[config.mk]
export PLATFORM = sky130hd
export DESIGN_NAME = alu_seq
export DESIGN_NICKNAME = d
export VERILOG_FILES = /design/src/rtl/alu_seq_pkg.sv /design/src/rtl/alu_seq_iter_unit.sv /design/src/rtl/alu_seq.sv
export SDC_FILE = /design/constraint.sdc
export NUM_CORES = 1
export LEC_CHECK = 0
export BUFFER_PORTS_ARGS = -buffer_cell sky130_fd_sc_hd__buf_2
export CORE_ASPECT_RATIO = 1.1
export CORE_MARGIN = 3
export CORE_UTILIZATION = 30
export DETAILED_ROUTE_END_ITERATION = 7
export GPL_TIMING_DRIVEN = 0
export MAX_ROUTING_LAYER = met4
export PLACE_DENSITY = 0.44
export SYNTH_ARGS = -nofsm -noshare
export SYNTH_HDL_FRONTEND = slang
export SYNTH_HIERARCHICAL = 1
export SYNTH_SLANG_ARGS = --single-unit
[constraint.sdc]
create_clock -name clk -period 10.3 [get_ports clk]
set_clock_uncertainty 0.05 [all_clocks]
set_input_delay 0.515 -clock clk [delete_from_list [all_inputs] [get_ports clk]]
set_output_delay 0.515 -clock clk [all_outputs]
set_load 0.02 [all_outputs]
[src/rtl/alu_seq_pkg.sv]
// alu_seq_pkg: opcodes, flag bit positions, FSM states and iterative-unit modes shared by the ALU.
package alu_seq_pkg;
  localparam int OP_ADD  = 0;
  localparam int OP_SUB  = 1;
  localparam int OP_AND  = 2;
  localparam int OP_OR   = 3;
  localparam int OP_XOR  = 4;
  localparam int OP_NOT  = 5;
  localparam int OP_SHL  = 6;
  localparam int OP_SHR  = 7;
  localparam int OP_SAR  = 8;
  localparam int OP_MUL  = 9;
  localparam int OP_DIV  = 10;
  localparam int OP_CMP  = 11;
  localparam int OP_PASS = 12;
  localparam int FLAG_W  = 5;
  localparam int F_ZERO  = 0;
  localparam int F_CARRY = 1;
  localparam int F_OVF   = 2;
  localparam int F_NEG   = 3;
  localparam int F_DIV0  = 4;
  typedef enum logic [1:0] {IDLE, BUSY, DONE} state_t;
  typedef enum logic {MODE_MUL, MODE_DIV} iter_mode_t;
  function automatic logic is_iter(input int op);
    return op == OP_MUL || op == OP_DIV;
  endfunction
endpackage

[src/rtl/alu_seq_iter_unit.sv]
// alu_iter_unit: WIDTH-cycle shift-add multiplier / restoring divider.
// done is high during the final iteration; lo/hi then show the finished product or quotient/remainder.
module alu_iter_unit
  import alu_seq_pkg::*;
#(
  parameter int WIDTH = 20
) (
  input  logic             clk,
  input  logic             rst,
  input  logic             start,
  input  iter_mode_t       mode,
  input  logic [WIDTH-1:0] a,
  input  logic [WIDTH-1:0] b,
  output logic             done,
  output logic [WIDTH-1:0] lo,
  output logic [WIDTH-1:0] hi
);
  localparam int CW = $clog2(WIDTH);
  iter_mode_t mode_q, mode_d;
  logic busy_q, busy_d, rge;
  logic [CW-1:0] cnt_q, cnt_d;
  logic [WIDTH-1:0] lo_q, lo_d, hi_q, hi_d, md_q, md_d, rdif;
  logic [WIDTH:0] msum, rsh;
  always_comb begin
    msum = {1'b0, hi_q} + {1'b0, md_q & {WIDTH{lo_q[0]}}};
    rsh = {hi_q, lo_q[WIDTH-1]};
    rge = rsh >= {1'b0, md_q};
    rdif = rsh[WIDTH-1:0] - md_q;
    done = busy_q && cnt_q == CW'(WIDTH - 1);
    mode_d = mode_q;
    busy_d = busy_q;
    cnt_d = cnt_q;
    lo_d = lo_q;
    hi_d = hi_q;
    md_d = md_q;
    if (start) begin
      mode_d = mode;
      busy_d = 1'b1;
      cnt_d = '0;
      lo_d = a;
      hi_d = '0;
      md_d = b;
    end else if (busy_q) begin
      busy_d = !done;
      cnt_d = cnt_q + 1'b1;
      // a zero divisor always "fits", so the quotient saturates and the remainder collects a
      hi_d = mode_q == MODE_DIV ? (rge ? rdif : rsh[WIDTH-1:0]) : msum[WIDTH:1];
      lo_d = mode_q == MODE_DIV ? {lo_q[WIDTH-2:0], rge} : {msum[0], lo_q[WIDTH-1:1]};
    end
  end
  always_ff @(posedge clk or posedge rst)
    if (rst) begin
      mode_q <= MODE_MUL;
      busy_q <= 1'b0;
      cnt_q <= '0;
      lo_q <= '0;
      hi_q <= '0;
      md_q <= '0;
    end else begin
      mode_q <= mode_d;
      busy_q <= busy_d;
      cnt_q <= cnt_d;
      lo_q <= lo_d;
      hi_q <= hi_d;
      md_q <= md_d;
    end
  assign lo = lo_d;
  assign hi = hi_d;
endmodule

[src/rtl/alu_seq.sv]
// alu_seq: valid/ready ALU with registered result, flags word and iterative multiply/divide.
module alu_seq
  import alu_seq_pkg::*;
#(
  parameter int WIDTH = 20,
  parameter int OP_W  = 4,
  parameter int SH_W  = $clog2(WIDTH)
) (
  input  logic              clk,
  input  logic              rst,
  input  logic              in_valid,
  output logic              in_ready,
  input  logic [OP_W-1:0]   op,
  input  logic [WIDTH-1:0]  a,
  input  logic [WIDTH-1:0]  b,
  output logic              out_valid,
  input  logic              out_ready,
  output logic [WIDTH-1:0]  result,
  output logic [WIDTH-1:0]  result_hi,
  output logic [FLAG_W-1:0] flags
);
  state_t state_q, state_d;
  logic in_ready_q, in_ready_d, out_valid_q, out_valid_d, mul_q, mul_d, div0_q, div0_d;
  logic [WIDTH-1:0] result_q, result_d, result_hi_q, result_hi_d, alu_res, it_lo, it_hi;
  logic [FLAG_W-1:0] flags_q, flags_d, alu_flags;
  logic [WIDTH:0] add_s, sub_s;
  logic [SH_W-1:0] sh;
  logic alu_c, alu_v, add_v, sub_v, accept, it_done;
  int opi;
  assign opi = int'(op);
  assign accept = in_valid && in_ready_q;
  alu_iter_unit #(.WIDTH(WIDTH)) u_iter (
    .clk(clk),
    .rst(rst),
    .start(accept && is_iter(opi)),
    .mode(opi == OP_DIV ? MODE_DIV : MODE_MUL),
    .a(a),
    .b(b),
    .done(it_done),
    .lo(it_lo),
    .hi(it_hi)
  );
  always_comb begin
    sh = b[SH_W-1:0];
    add_s = {1'b0, a} + {1'b0, b};
    sub_s = {1'b0, a} - {1'b0, b};
    add_v = (a[WIDTH-1] == b[WIDTH-1]) && (add_s[WIDTH-1] != a[WIDTH-1]);
    sub_v = (a[WIDTH-1] != b[WIDTH-1]) && (sub_s[WIDTH-1] != a[WIDTH-1]);
    alu_res = '0;
    alu_c = 1'b0;
    alu_v = 1'b0;
    case (opi)
      OP_ADD: {alu_c, alu_v, alu_res} = {add_s[WIDTH], add_v, add_s[WIDTH-1:0]};
      OP_SUB: {alu_c, alu_v, alu_res} = {sub_s[WIDTH], sub_v, sub_s[WIDTH-1:0]};
      OP_AND: alu_res = a & b;
      OP_OR: alu_res = a | b;
      OP_XOR: alu_res = a ^ b;
      OP_NOT: alu_res = ~a;
      OP_SHL: alu_res = a << sh;
      OP_SHR: alu_res = a >> sh;
      OP_SAR: alu_res = $unsigned($signed(a) >>> sh);
      OP_PASS: alu_res = b;
      default: alu_res = '0;
    endcase
    // CMP reports subtraction flags but an equality-based zero; reserved opcodes report nothing
    alu_flags = opi == OP_CMP ? {1'b0, sub_s[WIDTH-1], sub_v, sub_s[WIDTH], a == b}
              : opi > OP_PASS ? '0
              : {1'b0, alu_res[WIDTH-1], alu_v, alu_c, alu_res == '0};
  end
  always_comb begin
    state_d = state_q;
    in_ready_d = in_ready_q;
    out_valid_d = out_valid_q;
    mul_d = mul_q;
    div0_d = div0_q;
    result_d = result_q;
    result_hi_d = result_hi_q;
    flags_d = flags_q;
    if (accept) begin
      in_ready_d = 1'b0;
      mul_d = opi == OP_MUL;
      div0_d = opi == OP_DIV && b == '0;
      state_d = is_iter(opi) ? BUSY : DONE;
      out_valid_d = !is_iter(opi);
      result_d = alu_res;
      result_hi_d = '0;
      flags_d = is_iter(opi) ? '0 : alu_flags;
    end else if (state_q == BUSY && it_done) begin
      state_d = DONE;
      out_valid_d = 1'b1;
      result_d = it_lo;
      result_hi_d = it_hi;
      flags_d = '0;
      flags_d[F_ZERO] = it_lo == '0;
      flags_d[F_CARRY] = mul_q && it_hi != '0;
      flags_d[F_NEG] = it_lo[WIDTH-1];
      flags_d[F_DIV0] = div0_q;
    end else if (state_q == DONE && out_ready) begin
      state_d = IDLE;
      out_valid_d = 1'b0;
      in_ready_d = 1'b1;
    end
  end
  always_ff @(posedge clk or posedge rst)
    if (rst) begin
      state_q <= IDLE;
      in_ready_q <= 1'b1;
      out_valid_q <= 1'b0;
      mul_q <= 1'b0;
      div0_q <= 1'b0;
      result_q <= '0;
      result_hi_q <= '0;
      flags_q <= '0;
    end else begin
      state_q <= state_d;
      in_ready_q <= in_ready_d;
      out_valid_q <= out_valid_d;
      mul_q <= mul_d;
      div0_q <= div0_d;
      result_q <= result_d;
      result_hi_q <= result_hi_d;
      flags_q <= flags_d;
    end
  assign in_ready = in_ready_q;
  assign out_valid = out_valid_q;
  assign result = result_q;
  assign result_hi = result_hi_q;
  assign flags = flags_q;
endmodule

==> flow_summary.json, run 1 <==
{
  "place.gp.congestion": 1.00,
  "hold_buffers": 0,
  "clkPwrFrac_pct": 16.4,
  "synth_enable_flop_cells": 0,
  "length_of_the_first_detailed_routing_pass_in_iterations": 5,
  "yosys.area.top_type": "sky130_fd_sc_hd__dfrtp_1",
  "initial_utilization_pct": 30.5,
  "hpwl_um": 53900,
  "stage_delay_of_the_slowest_cell_on_the_critical_path_ns": 0.82,
  "irDropWorstVdd_uv": 91.7,
  "fp.dieArea_um2": 47900,
  "nets": 2033,
  "unrepaired_setup_endpoints_after_global_routing": "false",
  "grt_pass1_wl_um": 98800,
  "cts-htree-levels": 4,
  "clkTransAtPathRegs_ns": 0.06,
  "synthesis.yosys.warnings": 6,
  "tritoncts_buffer_count": 17,
  "worstPathCellList": "buf_2 -> inv_1 -> clkbuf_1 -> clkbuf_1 -> ha_1 -> buf_2 -> o21bai_1 -> a2111oi_0 -> o41ai_2 -> a21oi_1 -> o21bai_1 -> o221ai_1 -> a211oi_1 -> nand2_1 -> nor3_1 -> a41o_1",
  "post_cts.repair.setup_buffers": 0,
  "gr-usage-all-layers_pct": 28.1,
  "kind_of_start_point_of_the_critical_path": "primary input",
  "yosys_most_used_dff": "sky130_fd_sc_hd__dfrtp_1",
  "crit_buf_inv": 5,
  "r2r_slack_ns": 5.20,
  "totalWireLength_um": 67400,
  "synth.ff_latch_count": 117,
  "setup_ws_ns": 4.83,
  "worst_ep_required_time_ns": 10.63,
  "run_status": "completed",
  "period_share_pct": 53.1,
  "power.leakage_uw": 0.00650,
  "power_report.internal_total_uw": 1840,
  "crit_fanout": 11,
  "yosysUniqueCellTypes": 100,
  "drt.antenna.violating_nets": 0,
  "power.share.switching_pct": 49.9,
  "route.vias.total": 14753,
  "worst_path_dominant_cell_family": "compound AO/OA/AOI/OAI gates",
  "synthArstFlopShare_pct": 100,
  "post-place-ws_ns": 4.55,
  "holdCritPathClass": "in -> async",
  "synthesis.instances": 1758,
  "num_io_pins": 95,
  "routedWlPerCell_um": 27.3,
  "avgViaCountPerCell": 5.98,
  "syn_to_final_growth_pct": 13.6,
  "nature_of_the_critical_path_endpoint": "flip-flop",
  "comb_power_share_pct": 60.7,
  "grt_max_degree": 42,
  "pins_over_their_slew_limit": 0,
  "max_cap_viol_count": 0,
  "antenna_cells": 0,
  "cts_resized": 0,
  "die_y_um": 229,
  "insertion_delay_ns": 0.43,
  "synthesis.area_per_instance_um2": 7.74,
  "dr.first_iter.drc_count": 1358,
  "max_freq_mhz": 183,
  "final_area_um2": 15500,
  "core.rowCount": 81,
  "p_per_area_nw_per_um2": 237,
  "floorplan.die.width_um": 209,
  "timing_hold_violations_final": 0,
  "timing_worst_slew_pin_value_ns": 1.39,
  "clk_path_buf_depth": 2,
  "count_of_clock_tree_sinks": 117,
  "synth_top_area_share_pct": 21.3,
  "critical-path-slowest-cell": "sky130_fd_sc_hd__a211oi_1",
  "core_area_um2": 44600,
  "syn_nets": 1917,
  "power.sequential.fraction_pct": 22.9,
  "slew_headroom_pct": 6.48,
  "clock-root-buffer": "sky130_fd_sc_hd__clkbuf_16",
  "syn_area_um2": 13600,
  "yosys-top-cells-area": "sky130_fd_sc_hd__dfrtp_1, sky130_fd_sc_hd__ha_1, sky130_fd_sc_hd__nand2_1",
  "antenna_found_initial": 1,
  "placed_cell_area_um2": 14900,
  "finalSetupTns_ns": 0,
  "gr-total-overflow": 0,
  "p_sw_uw": 1830,
  "numPortBuffers": 92,
  "fillers": 4858,
  "synth.yosys.seq_area_share_pct": 21.5,
  "cp.arrival_ns": 5.80,
  "drc_errors": 0,
  "via_count_of_the_first_global_routing_pass": 14708,
  "setup_viol": 0,
  "layout-drive-gt1-share_pct": 13.0,
  "tritoncts": "yes",
  "worstSetupPathType": "in -> reg",
  "timing.final.crit_period_ns": 5.47
}
[power by group through the flow]
stage               registers [µW]  logic, µW  clock network, µW
floorplan                      887       1430                  0
detailed placement             848       2200                  0
global placement               844       2190                  0
global route                   868       2430                632
CTS                            842       2210                613
finish                         841       2230                601
[Yosys cell counts, drive strengths merged (18+ instances only)]
cell type,number
a211oi,33
a21oi,122
a221oi,18
a31oi,24
and2,24
and3,23
buf,35
clkbuf,87
dfrtp,116
ha,107
inv,96
mux2i,43
mux4,27
nand2,219
nand3,39
nor2,144
nor3,40
nor4,29
o211ai,26
o21ai,141
xnor2,20
[cells by family after synthesis]
kind of cell | count (synthesis) | share of synthesized area (%)
AO/OA/AOI/OAI | 569 | 28.6
XOR/XNOR | 34 | 2.19
adder cells (fa/ha/maj) | 111 | 10.4
buffers and inverters | 219 | 6.45
flip-flops | 117 | 21.5
multiplexers | 86 | 9.01
AND/OR/NAND/NOR | 622 | 21.8
[per-layer routing]
| metal | wire length (µm) | vias up | global-route usage, % |
|---|---|---|---|
| met5 | 0 | - | - |
| met4 | 4420 | 0 | 15.2 |
| met3 | 3980 | 198 | 4.00 |
| met2 | 31600 | 625 | 45.6 |
| met1 | 27400 | 7133 | 33.8 |
| li1 | - | 6797 | - |
[final timing paths]
kind,end,depth (start not counted),startpoint
setup / recovery,flags[0],16,b[2]
hold / removal,u_iter/cnt_q[3],2,rst
setup reg to reg,flags[1],19,u_iter/lo_q[0]
hold reg to reg,mul_q,2,mul_q
max in group asynchronous,in_ready,3,rst
min in group clk,in_ready,2,in_valid
[cell type report]
| class | count | area [µm²] | area share [%] |
|---|---|---|---|
| repair buffers | 97 | 529 | 3.42 |
| well taps | 581 | 727 | 4.70 |
| plain buffers | 122 | 513 | 3.32 |
| multi-input cells | 1422 | 9810 | 63.4 |
| clock inverters | 14 | 150 | 0.971 |
| inverters | 97 | 367 | 2.37 |
| flip-flops and latches | 117 | 2930 | 18.9 |
| clock buffers | 18 | 439 | 2.84 |
[flip-flops by register name, summed over array words and instances (netlist names)]
name	flops
u_iter/lo_q	20
flags	5
u_iter/hi_q	20
u_iter/cnt_q	5
div0_q	1
u_iter/mode_q	1
mul_q	1
result_hi	20
state_q	2
result	20
u_iter/md_q	20
u_iter/busy_q	1
in_ready	1
[placed cells by master (no fill, tap or decap), drive strengths merged, types with 8 or more instances in the layout]
cell,instances
a211oi,33
a21o,16
a21oi,122
a221o,13
a221oi,18
a311oi,13
a31o,9
a31oi,24
and2,24
and3,23
buf,132
clkbuf,105
dfrtp,116
ha,107
inv,100
mux2,16
mux2i,43
mux4,27
nand2,219
nand2b,17
nand3,39
nand4,16
nor2,144
nor2b,17
nor3,40
nor4,29
o2111ai,12
o211ai,26
o21ai,141
o21bai,12
o221ai,11
o22a,8
o22ai,16
o31ai,10
or2,12
or3,16
or4,8
xnor2,20
xor2,14
[per-stage QoR]
stage          hold slack (ns)  utilization (%)  total power [µW]  instances
3_5_place_dp             0.420             33.3              3050       2436
2_1_floorplan            0.392                -              2320       1758
6_report                0.0359             34.7              3670       2468
4_1_cts                 0.0357             34.7              3660       2468
5_1_grt                 0.0535             34.7              3930       2468
3_3_place_gp             0.420             33.2              3040       2431
Power figures use the tool's default switching activity.
==> run 2: changes to the inputs <==
- ABC_AREA: not set -> 1
- PLACE_DENSITY: 0.44 -> 0.46
- clock period: 10.3 -> 4.9 ns (I/O delays scaled with it)
==> run 2 against run 1 <==
Compared with the run above: count of clock-buffer cells in the layout down 1; area after synthesis increased by 5.1%; sequential share of layout area shrank 0.89 points; first-iteration DRC count up 35%; core utilization is essentially flat; final area rose by 4.9%; highest routed layer unchanged; critical path type is now reg -> reg; sequential cell count is the same; hold slack better by 0.058 ns; via count up 17%; routed wire length up 13%.
==> flow_summary.json, run 2 <==
{
  "run_status": "completed",
  "layout_common_cells": "sky130_fd_sc_hd__nand2_1, sky130_fd_sc_hd__inv_1, sky130_fd_sc_hd__nand3_1",
  "grtUsageMet2_pct": 51.8,
  "irDropWorstVdd_uv": 317,
  "p_sw_uw": 4750,
  "max_cap_viol_count": 0,
  "setup.worst_path.start": "u_iter/lo_q[0]",
  "antenna_cells": 0,
  "hp-start": "out_ready",
  "totalWireLength_um": 76100,
  "syn_nets": 2609,
  "crit_buf_inv": 5,
  "core_area_um2": 46800,
  "routedWlPerCell_um": 23.7,
  "power_report.internal_total_uw": 3800,
  "synth_common_cells": "sky130_fd_sc_hd__nand2_1, sky130_fd_sc_hd__inv_1, sky130_fd_sc_hd__nand3_1",
  "ff2ff_path_depth": 22,
  "holdCritPathClass": "in -> reg",
  "grt_peak_use_layer": "met2",
  "critical-path-slowest-cell": "sky130_fd_sc_hd__clkbuf_1",
  "route.vias.total": 17319,
  "synth_enable_flop_cells": 0,
  "top_cell_by_count_worst_path": "sky130_fd_sc_hd__nand2_1",
  "clkPwrFrac_pct": 15.0,
  "fillers": 5425,
  "worst_ep_required_time_ns": 5.17,
  "worst_r2r_startpoint": "u_iter/lo_q[0]",
  "synthesis.yosys.warnings": 6,
  "synth.yosys.seq_area_share_pct": 20.5,
  "layout-drive-gt1-share_pct": 8.41,
  "num_io_pins": 95,
  "via_count_of_the_first_global_routing_pass": 16843,
  "most_common_cell_after_layout_fill_and_taps_aside": "sky130_fd_sc_hd__nand2_1",
  "setup_viol": 0,
  "numPortBuffers": 94,
  "insertion_delay_ns": 0.43,
  "timing_worst_slew_pin_value_ns": 1.24,
  "crit_fanout": 10,
  "drc_errors": 0,
  "synth.most_common_cell": "sky130_fd_sc_hd__nand2_1",
  "worst_path_dominant_cell_family": "simple AND/OR/NAND/NOR gates",
  "count_of_clock_tree_sinks": 117,
  "worstPathCellList": "clkbuf_1 -> nand2_1 -> inv_1 -> ha_1 -> inv_1 -> fa_1 -> o21ai_0 -> nand2_1 -> nand2_1 -> nand2_1 -> nand3_1 -> nand3_1 -> nand2_1 -> inv_1 -> nand3_1 -> nand2_1 -> inv_1 -> nand4_1 -> nor2_1 -> nand4_1 -> a31oi_1 -> a21oi_1",
  "worstSetupPathType": "reg -> reg",
  "regToRegEndpoint": "flags[1]",
  "yosys_most_used_dff": "sky130_fd_sc_hd__dfrtp_1",
  "period_share_pct": 88.6,
  "synthesis.area_per_instance_um2": 5.83,
  "hpwl_um": 62700,
  "grt_max_degree": 65,
  "length_of_the_first_detailed_routing_pass_in_iterations": 5,
  "final_area_um2": 16200,
  "slew_headroom_pct": 17.1,
  "grt_util_met1_pct": 35.2,
  "syn_area_um2": 14300,
  "nature_of_the_critical_path_endpoint": "flip-flop",
  "pins_over_their_slew_limit": 0,
  "synthesis.instances": 2450,
  "clkTransAtPathRegs_ns": 0.06,
  "die_y_um": 235,
  "gr-total-overflow": 0,
  "kind_of_start_point_of_the_critical_path": "flip-flop",
  "globalRouteMet3Util_pct": 2.66,
  "finalSetupTns_ns": 0,
  "gr-usage-all-layers_pct": 30.2,
  "tritoncts": "yes",
  "placed_cell_area_um2": 15600,
  "power.leakage_uw": 0.00861,
  "p_per_area_nw_per_um2": 527,
  "cp.arrival_ns": 4.61,
  "r2r_slack_ns": 0.56,
  "syn_to_final_growth_pct": 13.5,
  "depth_of_the_worst_hold_timing_path": 3,
  "synthArstFlopShare_pct": 100,
  "fp.dieArea_um2": 50300,
  "initial_utilization_pct": 30.5,
  "synth_top_area_share_pct": 21.8,
  "drt.antenna.violating_nets": 0,
  "stage_delay_of_the_slowest_cell_on_the_critical_path_ns": 0.57,
  "max_freq_mhz": 230,
  "avgViaCountPerCell": 5.39,
  "yosys-top-cells-area": "sky130_fd_sc_hd__nand2_1, sky130_fd_sc_hd__dfrtp_1, sky130_fd_sc_hd__nand3_1",
  "yosysUniqueCellTypes": 54,
  "power.share.switching_pct": 55.6,
  "comb_power_share_pct": 64.0,
  "power.sequential.fraction_pct": 21.0,
  "capture_endpoint_of_the_worst_hold_path": "in_ready",
  "yosys.area.top_type": "sky130_fd_sc_hd__nand2_1",
  "place.gp.congestion": 1.02,
  "dr.first_iter.drc_count": 1829,
  "timing.final.crit_period_ns": 4.34,
  "clock-root-buffer": "sky130_fd_sc_hd__clkbuf_16",
  "core.rowCount": 83,
  "floorplan.die.width_um": 214,
  "nets": 2725,
  "unrepaired_setup_endpoints_after_global_routing": "false",
  "antenna_found_initial": 0,
  "grt_pass1_wl_um": 110000,
  "cts-htree-levels": 4,
  "clk_path_buf_depth": 2,
  "synth.ff_latch_count": 117,
  "tritoncts_buffer_count": 17,
  "timing_hold_violations_final": 0
}
-- run 2: changes by cell type in the layout (fill, tap and decap cells not counted), sizes merged, moves of 21 or more --
cell    delta
a211oi    -33
a31oi     -21
clkbuf    -47
inv      +216
mux2i     -43
mux4      -27
nand2    +625
nand3    +253
nand4     +29
nor2      +91
-- run 2: per-stage QoR --
step                      util, %  power, µW  hold slack, ns  std cells  setup slack [ns]
after global routing         34.6       9280          0.0895       3216             0.322
after detailed placement     33.3       7220          0.0941       3183             0.289
after global placement       33.2       7240           0.413       3181             0.207
after floorplan                 -       5300           0.316       2450              1.95
final                        34.6       8550          0.0940       3216             0.561
after CTS                    34.6       8560          0.0437       3216             0.540
-- run 2: logic make-up after synthesis --
kind of cell	synth area share (%)
xor gates and xnor gates	1.04
DFF	20.5
and+or+nand+nor	44.3
adders and majority gates	9.93
AOI/OAI and AO/OA	13.2
buffers and inverters	11.0
muxes	0.0788
-- run 2: area by class of cell --
cell class / count / area, µm² / share of cell area [%]
plain buffers: 85 / 402 / 2.48
clock buffers: 17 / 425 / 2.62
clock inverters: 15 / 171 / 1.06
inverters: 313 / 1180 / 7.26
multi-input cells: 1935 / 9790 / 60.4
flip-flops and latches: 117 / 2930 / 18.1
well taps: 637 / 797 / 4.91
repair buffers: 97 / 528 / 3.26
-- run 2: power by group through the flow --
stage,clock network [µW],logic [µW],registers (µW)
after floorplan,0,3590,1710
after global placement,0,5440,1790
after detailed placement,0,5430,1800
after CTS,1320,5450,1790
after global routing,1360,6100,1820
final,1280,5480,1790
-- run 2: worst max path at each step --
| stage | endpoint | slack (ns) | depth (start not counted) |
|---|---|---|---|
| 2_1_floorplan | flags[1] | 1.95 | 22 |
| 3_3_place_gp | flags[0] | 0.21 | 19 |
| 3_5_place_dp | flags[0] | 0.29 | 19 |
| 4_1_cts | flags[1] | 0.54 | 22 |
| 5_1_grt | flags[1] | 0.32 | 22 |
| 6_report | flags[1] | 0.56 | 22 |
-- run 2: tightest hold or removal path: stages --
cell	delay, ns
sky130_fd_sc_hd__buf_2	0.13
sky130_fd_sc_hd__nand3_1	0.12
sky130_fd_sc_hd__a21oi_1	0.08
-- run 2: per-layer routing --
layer,up-vias,part of all wire (%)
li1,8229,-
met1,8157,40
met2,742,48
met3,191,5.3
met4,0,6.4
met5,-,0
-- run 2: what timing repair did --
item                       4_1_cts  5_1_grt
hold endpoints to repair        90        0
resized for setup                0        0
hold buffers                     1        0
setup endpoints to repair        0        0
setup buffers                    0        0
